File: src/rtl/frame_stream_if.sv
// Memory read bus and pixel stream between the frame source and its neighbours.
interface frame_stream_if;
  logic [31:0] mem_addr;
  logic        mem_rd_en;
  logic [15:0] mem_rdata;
  logic [15:0] sdata;
  logic        svalid;
  logic        sready;

  modport master (
    output mem_addr,
    output mem_rd_en,
    input  mem_rdata,
    output sdata,
    output svalid,
    input  sready
  );

  modport slave (
    input  mem_addr,
    input  mem_rd_en,
    output mem_rdata,
    input  sdata,
    input  svalid,
    output sready
  );
endinterface

File: src/rtl/frame_stream_src.sv
// Streams RGB565 frames from a frame buffer to a display sink through a small FIFO.
module frame_stream_src #(
  parameter int FRAME_PIXELS = 307200,
  parameter int FIFO_DEPTH   = 4
) (
  input  logic           clk,
  input  logic           reset,
  input  logic           enable,
  input  logic [31:0]    base_addr,
  output logic           frame_done,
  output logic           busy,
  frame_stream_if.master bus
);

  localparam int CNT_W = (FRAME_PIXELS > 1) ? $clog2(FRAME_PIXELS) : 1;
  localparam int PTR_W = $clog2(FIFO_DEPTH);
  localparam logic [CNT_W-1:0] LAST_PIX = CNT_W'(FRAME_PIXELS - 1);
  localparam logic [PTR_W:0]   DEPTH_C  = (PTR_W + 1)'(FIFO_DEPTH);

  typedef enum logic [1:0] {IDLE, RUN, DRAIN} state_t;

  state_t           state, state_nxt;
  logic [31:0]      frame_base;
  logic [CNT_W-1:0] pix_idx;
  logic [CNT_W-1:0] out_idx;
  logic             rd_vld_p1;
  logic [15:0]      fifo_mem [FIFO_DEPTH];
  logic [PTR_W-1:0] wr_ptr, rd_ptr;
  logic [PTR_W:0]   fifo_cnt;
  logic [PTR_W:0]   occ_sum;
  logic             rd_en, pop, fifo_empty, to_idle;

  assign fifo_empty = (fifo_cnt == '0);
  // Reads in flight count against FIFO space so every returning word has a slot.
  assign occ_sum    = fifo_cnt + {{PTR_W{1'b0}}, rd_vld_p1};
  assign pop        = !fifo_empty && bus.sready;
  assign to_idle    = (state == DRAIN) && (state_nxt == IDLE);

  always_comb begin
    state_nxt = state;
    rd_en     = 1'b0;
    case (state)
      IDLE:    if (enable) state_nxt = RUN;
      RUN: begin
        rd_en = (occ_sum < DEPTH_C);
        if (!enable) state_nxt = DRAIN;
      end
      DRAIN:   if (!rd_vld_p1 && fifo_empty) state_nxt = IDLE;
      default: state_nxt = IDLE;
    endcase
  end

  always_ff @(posedge clk) begin
    if (reset) state <= IDLE;
    else       state <= state_nxt;
  end

  // Stage p0: read request issue and pixel addressing
  always_ff @(posedge clk) begin
    if (reset) begin
      frame_base <= '0;
      pix_idx    <= '0;
      out_idx    <= '0;
      rd_vld_p1  <= 1'b0;
    end else begin
      rd_vld_p1 <= rd_en;
      if (state == IDLE && enable) begin
        frame_base <= base_addr;
        pix_idx    <= '0;
      end else if (to_idle) begin
        pix_idx <= '0;
      end else if (rd_en) begin
        if (pix_idx == LAST_PIX) begin
          pix_idx    <= '0;
          frame_base <= base_addr;
        end else begin
          pix_idx <= pix_idx + 1'b1;
        end
      end
      if (to_idle)  out_idx <= '0;
      else if (pop) out_idx <= (out_idx == LAST_PIX) ? '0 : out_idx + 1'b1;
    end
  end

  // Stage p1: returning read data lands in the FIFO
  always_ff @(posedge clk) begin
    if (reset) begin
      wr_ptr   <= '0;
      rd_ptr   <= '0;
      fifo_cnt <= '0;
    end else begin
      if (rd_vld_p1) wr_ptr <= wr_ptr + 1'b1;
      if (pop)       rd_ptr <= rd_ptr + 1'b1;
      case ({rd_vld_p1, pop})
        2'b10:   fifo_cnt <= fifo_cnt + 1'b1;
        2'b01:   fifo_cnt <= fifo_cnt - 1'b1;
        default: fifo_cnt <= fifo_cnt;
      endcase
    end
  end

  always_ff @(posedge clk) begin
    if (rd_vld_p1) fifo_mem[wr_ptr] <= bus.mem_rdata;
  end

  assign bus.mem_rd_en = rd_en;
  assign bus.mem_addr  = frame_base + (32'(pix_idx) << 1);
  assign bus.svalid    = !fifo_empty;
  assign bus.sdata     = fifo_empty ? 16'h0000 : fifo_mem[rd_ptr];
  assign frame_done    = pop && (out_idx == LAST_PIX);
  assign busy          = (state != IDLE);

endmodule

File: src/flat_wrapper.sv
// flat-port wrapper written by rule: the top's interface ports become plain ports
module frame_stream_src_flat 
#(
  parameter int FRAME_PIXELS = 307200,
  parameter int FIFO_DEPTH   = 4
)
  (clk, reset, enable, base_addr, frame_done, busy, bus_mem_addr, bus_mem_rd_en, bus_mem_rdata, bus_sdata, bus_svalid, bus_sready);
  frame_stream_if bus_i ();
  input  logic clk;
  input  logic reset;
  input  logic enable;
  input  logic [31:0] base_addr;
  output logic frame_done;
  output logic busy;
  output wire logic [$bits(bus_i.mem_addr)-1:0] bus_mem_addr;
  output wire logic [$bits(bus_i.mem_rd_en)-1:0] bus_mem_rd_en;
  input wire logic [$bits(bus_i.mem_rdata)-1:0] bus_mem_rdata;
  output wire logic [$bits(bus_i.sdata)-1:0] bus_sdata;
  output wire logic [$bits(bus_i.svalid)-1:0] bus_svalid;
  input wire logic [$bits(bus_i.sready)-1:0] bus_sready;
  assign bus_mem_addr = bus_i.mem_addr;
  assign bus_mem_rd_en = bus_i.mem_rd_en;
  assign bus_i.mem_rdata = bus_mem_rdata;
  assign bus_sdata = bus_i.sdata;
  assign bus_svalid = bus_i.svalid;
  assign bus_i.sready = bus_sready;
  frame_stream_src #(.FRAME_PIXELS(FRAME_PIXELS), .FIFO_DEPTH(FIFO_DEPTH)) u_core (.clk(clk), .reset(reset), .enable(enable), .base_addr(base_addr), .frame_done(frame_done), .busy(busy), .bus(bus_i));
endmodule
File: config.mk
export PLATFORM = sky130hd
export DESIGN_NAME = frame_stream_src_flat
export DESIGN_NICKNAME = d
export VERILOG_FILES = /design/src/rtl/frame_stream_if.sv /design/src/rtl/frame_stream_src.sv /design/src/flat_wrapper.sv
export SDC_FILE = /design/constraint.sdc
export NUM_CORES = 1
export LEC_CHECK = 0
export CAP_MARGIN = 20
export CORE_MARGIN = 2
export CORE_UTILIZATION = 56
export CTS_CLUSTER_DIAMETER = 150
export CTS_CLUSTER_SIZE = 20
export DETAILED_ROUTE_END_ITERATION = 10
export PLACE_DENSITY = 0.82
export SYNTH_ARGS = -nofsm -noshare
export SYNTH_HDL_FRONTEND = slang
export SYNTH_SLANG_ARGS = --single-unit
File: constraint.sdc
create_clock -name clk -period 3.7 [get_ports clk]
set_input_delay 0.37 -clock clk [delete_from_list [all_inputs] [get_ports clk]]
set_output_delay 0.37 -clock clk [all_outputs]
set_load 0.05 [all_outputs]
==> flow_metrics.py, run 1 <==
metrics = {
    "cts": {
        "htreeDepth": 4,
        "postCtsHoldBufs": 0,
        "tritoncts": "yes",
        "cts_buffers": 17,
        "clk_latency_ns": 0.42,
        "clockBufferDepth": 2,
        "clock-sinks": 146,
        "clockRootBuffer": "clkbuf_16",
        "clkTransAtPathRegs_ns": 0.05,
    },
    "finish": {
        "finalNetCount": 849,
        "drive_gt1_frac": 0.0882,
        "fin_cells": 950,
        "utilization": 0.722,
        "n_antenna_cell": 0,
        "stdcell_area_um2": 8750,
        "syn2layout_area_growth_pct": 25.2,
        "fill_cells": 876,
    },
    "timing": {
        "fmax_ghz": 0.281,
        "grt_setup_unrepaired": "no",
        "hold_slack_ns": 0.453,
        "finalCritPeriodShare": 0.963,
        "finalClockSkew_ns": 0.0146,
        "period_needed_ns": 3.56,
        "max_slew_margin": 0.329,
        "finalSetupTns_ns": 0,
        "setup_slack_ns": 0.139,
        "slew_violations": 0,
        "setup_viol": 0,
        "finalHoldViolCount": 0,
        "tightest_slew_ns": 1.00,
    },
    "grt": {
        "globalRouteMet3Util": 0.0497,
        "grt-ovfl-total": 0,
        "busiest_layer": "met2",
        "antenna_found_initial": 0,
        "grt_pass1_vias": 5237,
        "grtUsageMet2": 0.415,
        "grt_max_degree": 46,
        "track_usage": 0.234,
        "grt_pass1_wl_mm": 24.2,
        "grtUsageMet1": 0.277,
    },
    "pwr": {
        "power_density_nw_per_um2": 507,
        "total_power_mw": 4.43,
        "leakage_nw": 3.31,
        "internal_power_mw": 3.13,
        "p_sw_mw": 1.30,
        "sw_frac_of_total": 0.293,
        "vdd_drop_max_uv": 312,
        "combPwrFrac": 0.226,
        "p_seq_frac": 0.403,
        "power_frac_clock": 0.372,
    },
    "setup_path": {
        "worstPathRequired_ns": 3.33,
        "endpoint_kind": "output port",
        "startpoint_type": "register",
        "worstSetupPathType": "register to output port",
        "cp_max_fo": 4,
        "crit_arrival_ns": 3.19,
    },
    "route": {
        "ant_nets": 0,
        "first_pass_iters": 6,
        "wire_per_inst_um": 15.9,
        "drtIter0Drc": 387,
        "via_per_inst": 5.50,
        "vias": 5224,
        "drc_errors": 0,
        "drt_wl_total_mm": 15.1,
    },
    "synth": {
        "synthXorXnorAreaFrac": 0.0865,
        "synth_compound_area_frac": 0.0893,
        "synth_area_leader_cell": "edfxtp_1",
        "async_reset_ff_frac": 0,
        "yosysTopAreaCellShare": 0.275,
        "synth_most_common_cell": "nand2_1",
        "syn-cell-area_um2": 6990,
        "synth-seq-cells": 146,
        "ys_types": 49,
        "ys.flop_type": "dfxtp_1",
        "synth-edff-count": 64,
        "synth_nets": 749,
        "ys_seq_area_frac": 0.510,
        "synth_common_cells": "nand2_1, dfxtp_1, nor2_1",
        "synth_area_leaders": "edfxtp_1, dfxtp_1, nand2_1, mux4_2, ha_1",
        "synthAdderAreaFrac": 0.0523,
        "synth_mux_area_frac": 0.0530,
        "yosysWarnings": 0,
        "synth_top_family_by_area": "simple AND/OR/NAND/NOR gates",
        "syn_inst": 669,
        "avgSynthCellArea_um2": 10.4,
        "synth-simple-area-share": 0.175,
    },
    "run": {
        "max_cap_violations": 0,
    },
    "floorplan": {
        "core_area_um2": 12100,
        "num_rows": 40,
        "io_pins": 104,
        "dieArea_um2": 13400,
        "die_h_um": 116,
        "die_width_um": 116,
        "start_util": 0.577,
    },
    "placement": {
        "gp_congestion": 0.860,
        "portBuffers": 103,
        "place_inst": 918,
        "dpl.hpwl_mm": 10.6,
        "post-place-ws_ns": 0.281,
        "dpl_cell_area_um2": 8160,
    },
    "min_path": {
        "worstHoldPathType": "register to register",
    },
    "run_status": {
        "outcome": "completed",
    },
}
[metal layers]
layer  routed length, um  vias up
met5                   0        -
met4                 286        0
met3                 738       27
met2                7680      163
met1                6410     2497
li1                    -     2537
[final cells by class]
| class | count | area, um^2 | share of cell area |
|---|---|---|---|
| Sequential cell | 146 | 3560 | 0.407 |
| Multi-Input combinational cell | 477 | 3210 | 0.366 |
| Inverter | 19 | 71.3 | 0.00815 |
| Clock buffer | 20 | 457 | 0.0522 |
| Timing Repair Buffer | 108 | 1130 | 0.129 |
| Tap cell | 168 | 210 | 0.0240 |
| Clock inverter | 12 | 115 | 0.0132 |
[path summary, 6_finish.rpt]
path | from | endpoint | slack, ns | cells past startpoint
worst max-delay path | u_core.pix_idx[0]$_SDFFE_PP0P_ | bus_mem_addr[9] | 0.14 | 10
worst min-delay path | u_core.frame_base[18]$_SDFFE_PP0P_ | u_core.frame_base[18]$_SDFFE_PP0P_ | 0.45 | 2
worst max register to register | u_core.rd_vld_p1$_SDFF_PP0_ | u_core.frame_base[15]$_SDFFE_PP0P_ | 0.94 | 8
worst min register to register | u_core.frame_base[18]$_SDFFE_PP0P_ | u_core.frame_base[18]$_SDFFE_PP0P_ | 0.45 | 2
[power groups by stage]
stage               Clock [mW]  Sequential [mW]  Combinational (mW)
floorplan                    0             1.80               0.699
global placement             0             1.81               0.987
detailed placement           0             1.82                1.01
CTS                       1.66             1.78                1.01
global route              1.74             1.79                1.06
finish                    1.65             1.78                1.00
[registers in the layout (all words and copies together), names as in the netlist, named ones only]
name               cells
u_core.fifo_mem       64
u_core.frame_base     32
u_core.out_idx        19
u_core.pix_idx        19
u_core.fifo_cnt        3
u_core.rd_ptr          2
u_core.state           2
u_core.wr_ptr          2
u_core.rd_vld_p1       1
[logic make-up (layout without fill, tap and decap cells)]
family | after synthesis | after routing
AO/OA/AOI/OAI | 102 | 102
XOR/XNOR | 69 | 69
adder cells (fa/ha/maj) | 28 | 28
buffers and inverters | 46 | 159
flip-flops | 146 | 146
multiplexers | 17 | 17
AND/OR/NAND/NOR | 261 | 261
[placed cells by master, fill, tap and decap left out, types with 4 or more instances in the layout]
master / count
a21o_1: 11
a21oi_1: 57
a31oi_1: 4
and2_1: 20
and3_1: 8
buf_12: 6
buf_4: 7
clkbuf_16: 17
clkdlybuf4s50_1: 82
clkinv_1: 4
dfxtp_1: 82
dlygate4sd2_1: 6
dlymetal6s2s_1: 6
edfxtp_1: 64
ha_1: 26
inv_1: 19
mux4_2: 16
nand2_1: 98
nand2b_1: 5
nand3_1: 14
nand4_1: 16
nor2_1: 70
nor2b_1: 7
nor3_1: 9
o21ai_0: 8
xnor2_1: 35
xor2_1: 32
[worst max-delay path, stage by stage (launching register included)]
cell and delay (ns):
dfxtp_1 0.39, ha_1 0.21, inv_1 0.06, fa_1 0.39
nand2b_1 0.18, a21o_1 0.18, nor2b_1 0.16, o21bai_1 0.12
a21oi_1 0.09, xnor2_1 0.16, clkdlybuf4s50_1 0.82
[timing repair]
action	in CTS	in global routing
pin swaps	0	1
endpoints found under the hold margin	0	0
setup buffers	0	0
gates resized for setup	7	11
endpoints found under the setup margin	7	12
Note: power is estimated with default switching activity, not from simulation.
==> run 2, diff against run 1 <==
Settings changed: CORE_ASPECT_RATIO set to 0.6.
==> run 2 against run 1 <==
Compared with the run above: clock power about the same; highest routed layer unchanged; non-clock buffer count unchanged; first-iteration DRC count fell by 3.9%; maximum frequency is 0.51% lower; via count grew 2.5%; design area is 0.24% lower; sequential cell count is the same; sequential share of layout area is 0.11 points higher; core utilization fell by 0.12 points; count of clock-buffer cells in the layout down 3; global-route usage up 2.4 points; clock skew shrank 0.0024 ns.
==> flow_metrics.py, run 2 (synthesis gave the netlist of run 1 again) <==
metrics = {
    "setup_path": {
        "startpoint_type": "register",
        "worstPathRequired_ns": 3.33,
        "r2r_start": "u_core.rd_vld_p1$_SDFF_PP0_",
        "endpoint_kind": "output port",
        "worstPathCellList": "ha_1 > a21o_1 > a21oi_1 > a21oi_1 > nand2b_1 > o2111ai_1 > a21oi_1 > xor2_1 > dlygate4sd2_1",
        "slowest_delay_ns": 0.54,
        "cp_max_fo": 6,
        "startpoint": "u_core.pix_idx[3]$_SDFFE_PP0P_",
        "worstSetupPathType": "register to output port",
        "crit_arrival_ns": 3.21,
        "cp_common_cell": "a21oi_1",
        "crit_slowest_cell": "dlygate4sd2_1",
    },
    "timing": {
        "finalClockSkew_ns": 0.0123,
        "setup_viol": 0,
        "finalSetupTns_ns": 0,
        "finalCritPeriodShare": 0.967,
        "period_needed_ns": 3.58,
        "fmax_ghz": 0.279,
        "max_slew_margin": 0.309,
        "slew_violations": 0,
        "tightest_slew_ns": 1.03,
        "grt_setup_unrepaired": "no",
        "finalHoldViolCount": 0,
    },
    "finish": {
        "n_antenna_cell": 0,
        "utilization": 0.721,
        "reg_top3": "u_core.fifo_mem x64, u_core.frame_base x32",
        "final_common_cell": "nand2_1",
        "finalNetCount": 849,
        "stdcell_area_um2": 8730,
        "drive_gt1_frac": 0.0959,
        "largest_reg_flops": 64,
        "final_cell_mix": "nand2_1, clkdlybuf4s50_1, dfxtp_1",
        "syn2layout_area_growth_pct": 24.9,
        "fin_cells": 947,
        "regMostFlops": "u_core.fifo_mem",
    },
    "route": {
        "ant_nets": 0,
        "drt_wl_total_mm": 16.5,
        "drc_errors": 0,
        "first_pass_iters": 5,
        "vias": 5352,
        "via_per_inst": 5.65,
        "drtIter0Drc": 372,
        "wire_per_inst_um": 17.4,
    },
    "floorplan": {
        "die_width_um": 148,
        "io_pins": 104,
        "dieArea_um2": 13400,
        "die_h_um": 90.5,
        "num_rows": 31,
        "start_util": 0.578,
        "core_area_um2": 12100,
    },
    "grt": {
        "grt_max_degree": 45,
        "grt_pass1_vias": 5349,
        "grtUsageMet2": 0.397,
        "track_usage": 0.258,
        "antenna_found_initial": 0,
        "globalRouteMet3Util": 0.0586,
        "grt_pass1_wl_mm": 27.0,
        "grt-ovfl-total": 0,
        "busiest_layer": "met2",
        "grtUsageMet1": 0.360,
    },
    "placement": {
        "dpl_cell_area_um2": 8160,
        "portBuffers": 103,
        "gp_congestion": 0.914,
        "dpl.hpwl_mm": 11.4,
        "place_inst": 915,
    },
    "cts": {
        "clkTransAtPathRegs_ns": 0.06,
        "cts_buffers": 17,
        "clockRootBuffer": "clkbuf_16",
        "clock-sinks": 146,
        "htreeDepth": 4,
        "clk_latency_ns": 0.42,
        "tritoncts": "yes",
        "postCtsHoldBufs": 0,
        "clockBufferDepth": 2,
    },
    "run_status": {
        "outcome": "completed",
    },
    "min_path": {
        "worstHoldPathType": "register to register",
        "hp-start": "u_core.frame_base[15]$_SDFFE_PP0P_",
    },
    "pwr": {
        "vdd_drop_max_uv": 338,
        "leakage_nw": 3.27,
        "power_density_nw_per_um2": 513,
    },
    "run": {
        "max_cap_violations": 0,
    },
}
run 2: cell count changes in the layout (fill, tap and decap cells not counted), sizes merged, moves of 2 or more:
| cell | before | now |
|---|---|---|
| inv | 19 | 27 |
| clkinvlp | 1 | 4 |
| clkinv | 9 | 2 |
| dlygate4sd2 | 6 | 4 |
run 2: where the power goes:
part           switching (mW)  internal (mW)  total, mW
Clock                   0.731          0.943       1.67
Sequential             0.0529           1.74       1.79
Combinational           0.634          0.382       1.02
Total                    1.42           3.06       4.48
run 2: per-layer routing:
| metal | vias up | part of all wire |
|---|---|---|
| met5 | - | 0 |
| met4 | 0 | 0.015 |
| met3 | 25 | 0.071 |
| met2 | 212 | 0.45 |
| met1 | 2570 | 0.46 |
| li1 | 2545 | - |
run 2: through the flow:
| stage | hold slack, ns | worst slack [ns] | power (mW) |
|---|---|---|---|
| after floorplan | 0.432 | 0.364 | 2.50 |
| after global placement | 0.437 | 0.428 | 2.81 |
| after detailed placement | 0.453 | 0.319 | 2.84 |
| after CTS | 0.460 | 0.00551 | 4.50 |
| after global routing | 0.488 | 0.00180 | 4.63 |
| final | 0.456 | 0.120 | 4.48 |
run 2: worst paths after layout:
check,endpoint,slack (ns),cells after the start
hold / removal,u_core.frame_base[15]$_SDFFE_PP0P_,0.46,2
hold reg to reg,u_core.frame_base[15]$_SDFFE_PP0P_,0.46,2
setup reg to reg,u_core.frame_base[3]$_SDFFE_PP0P_,0.89,8
setup / recovery,bus_mem_addr[24],0.12,9
run 2: worst max-delay path, delay by kind of cell, from the launching register on:
kind / cells / cell delay (ns)
flip-flops: 1 / 0.45
AO/OA/AOI/OAI: 5 / 1.04
XOR/XNOR: 1 / 0.16
AND/OR/NAND/NOR: 1 / 0.27
adder cells (fa/ha/maj): 1 / 0.33
buffers and inverters: 1 / 0.54
run 2: repair_timing:
item / CTS / global route
pin swaps: 0 / 2
endpoints found under the setup margin: 7 / 12
gates cloned: 0 / 0
resized for setup: 7 / 13
setup buffers: 0 / 0
run 2: cell type report:
cell class	instances	area, um^2
well taps	165	206
inverters	19	71.3
fillers	845	3370
flip-flops and latches	146	3560
multi-input cells	477	3200
repair buffers	108	1120
clock inverters	15	145
clock buffers	17	425
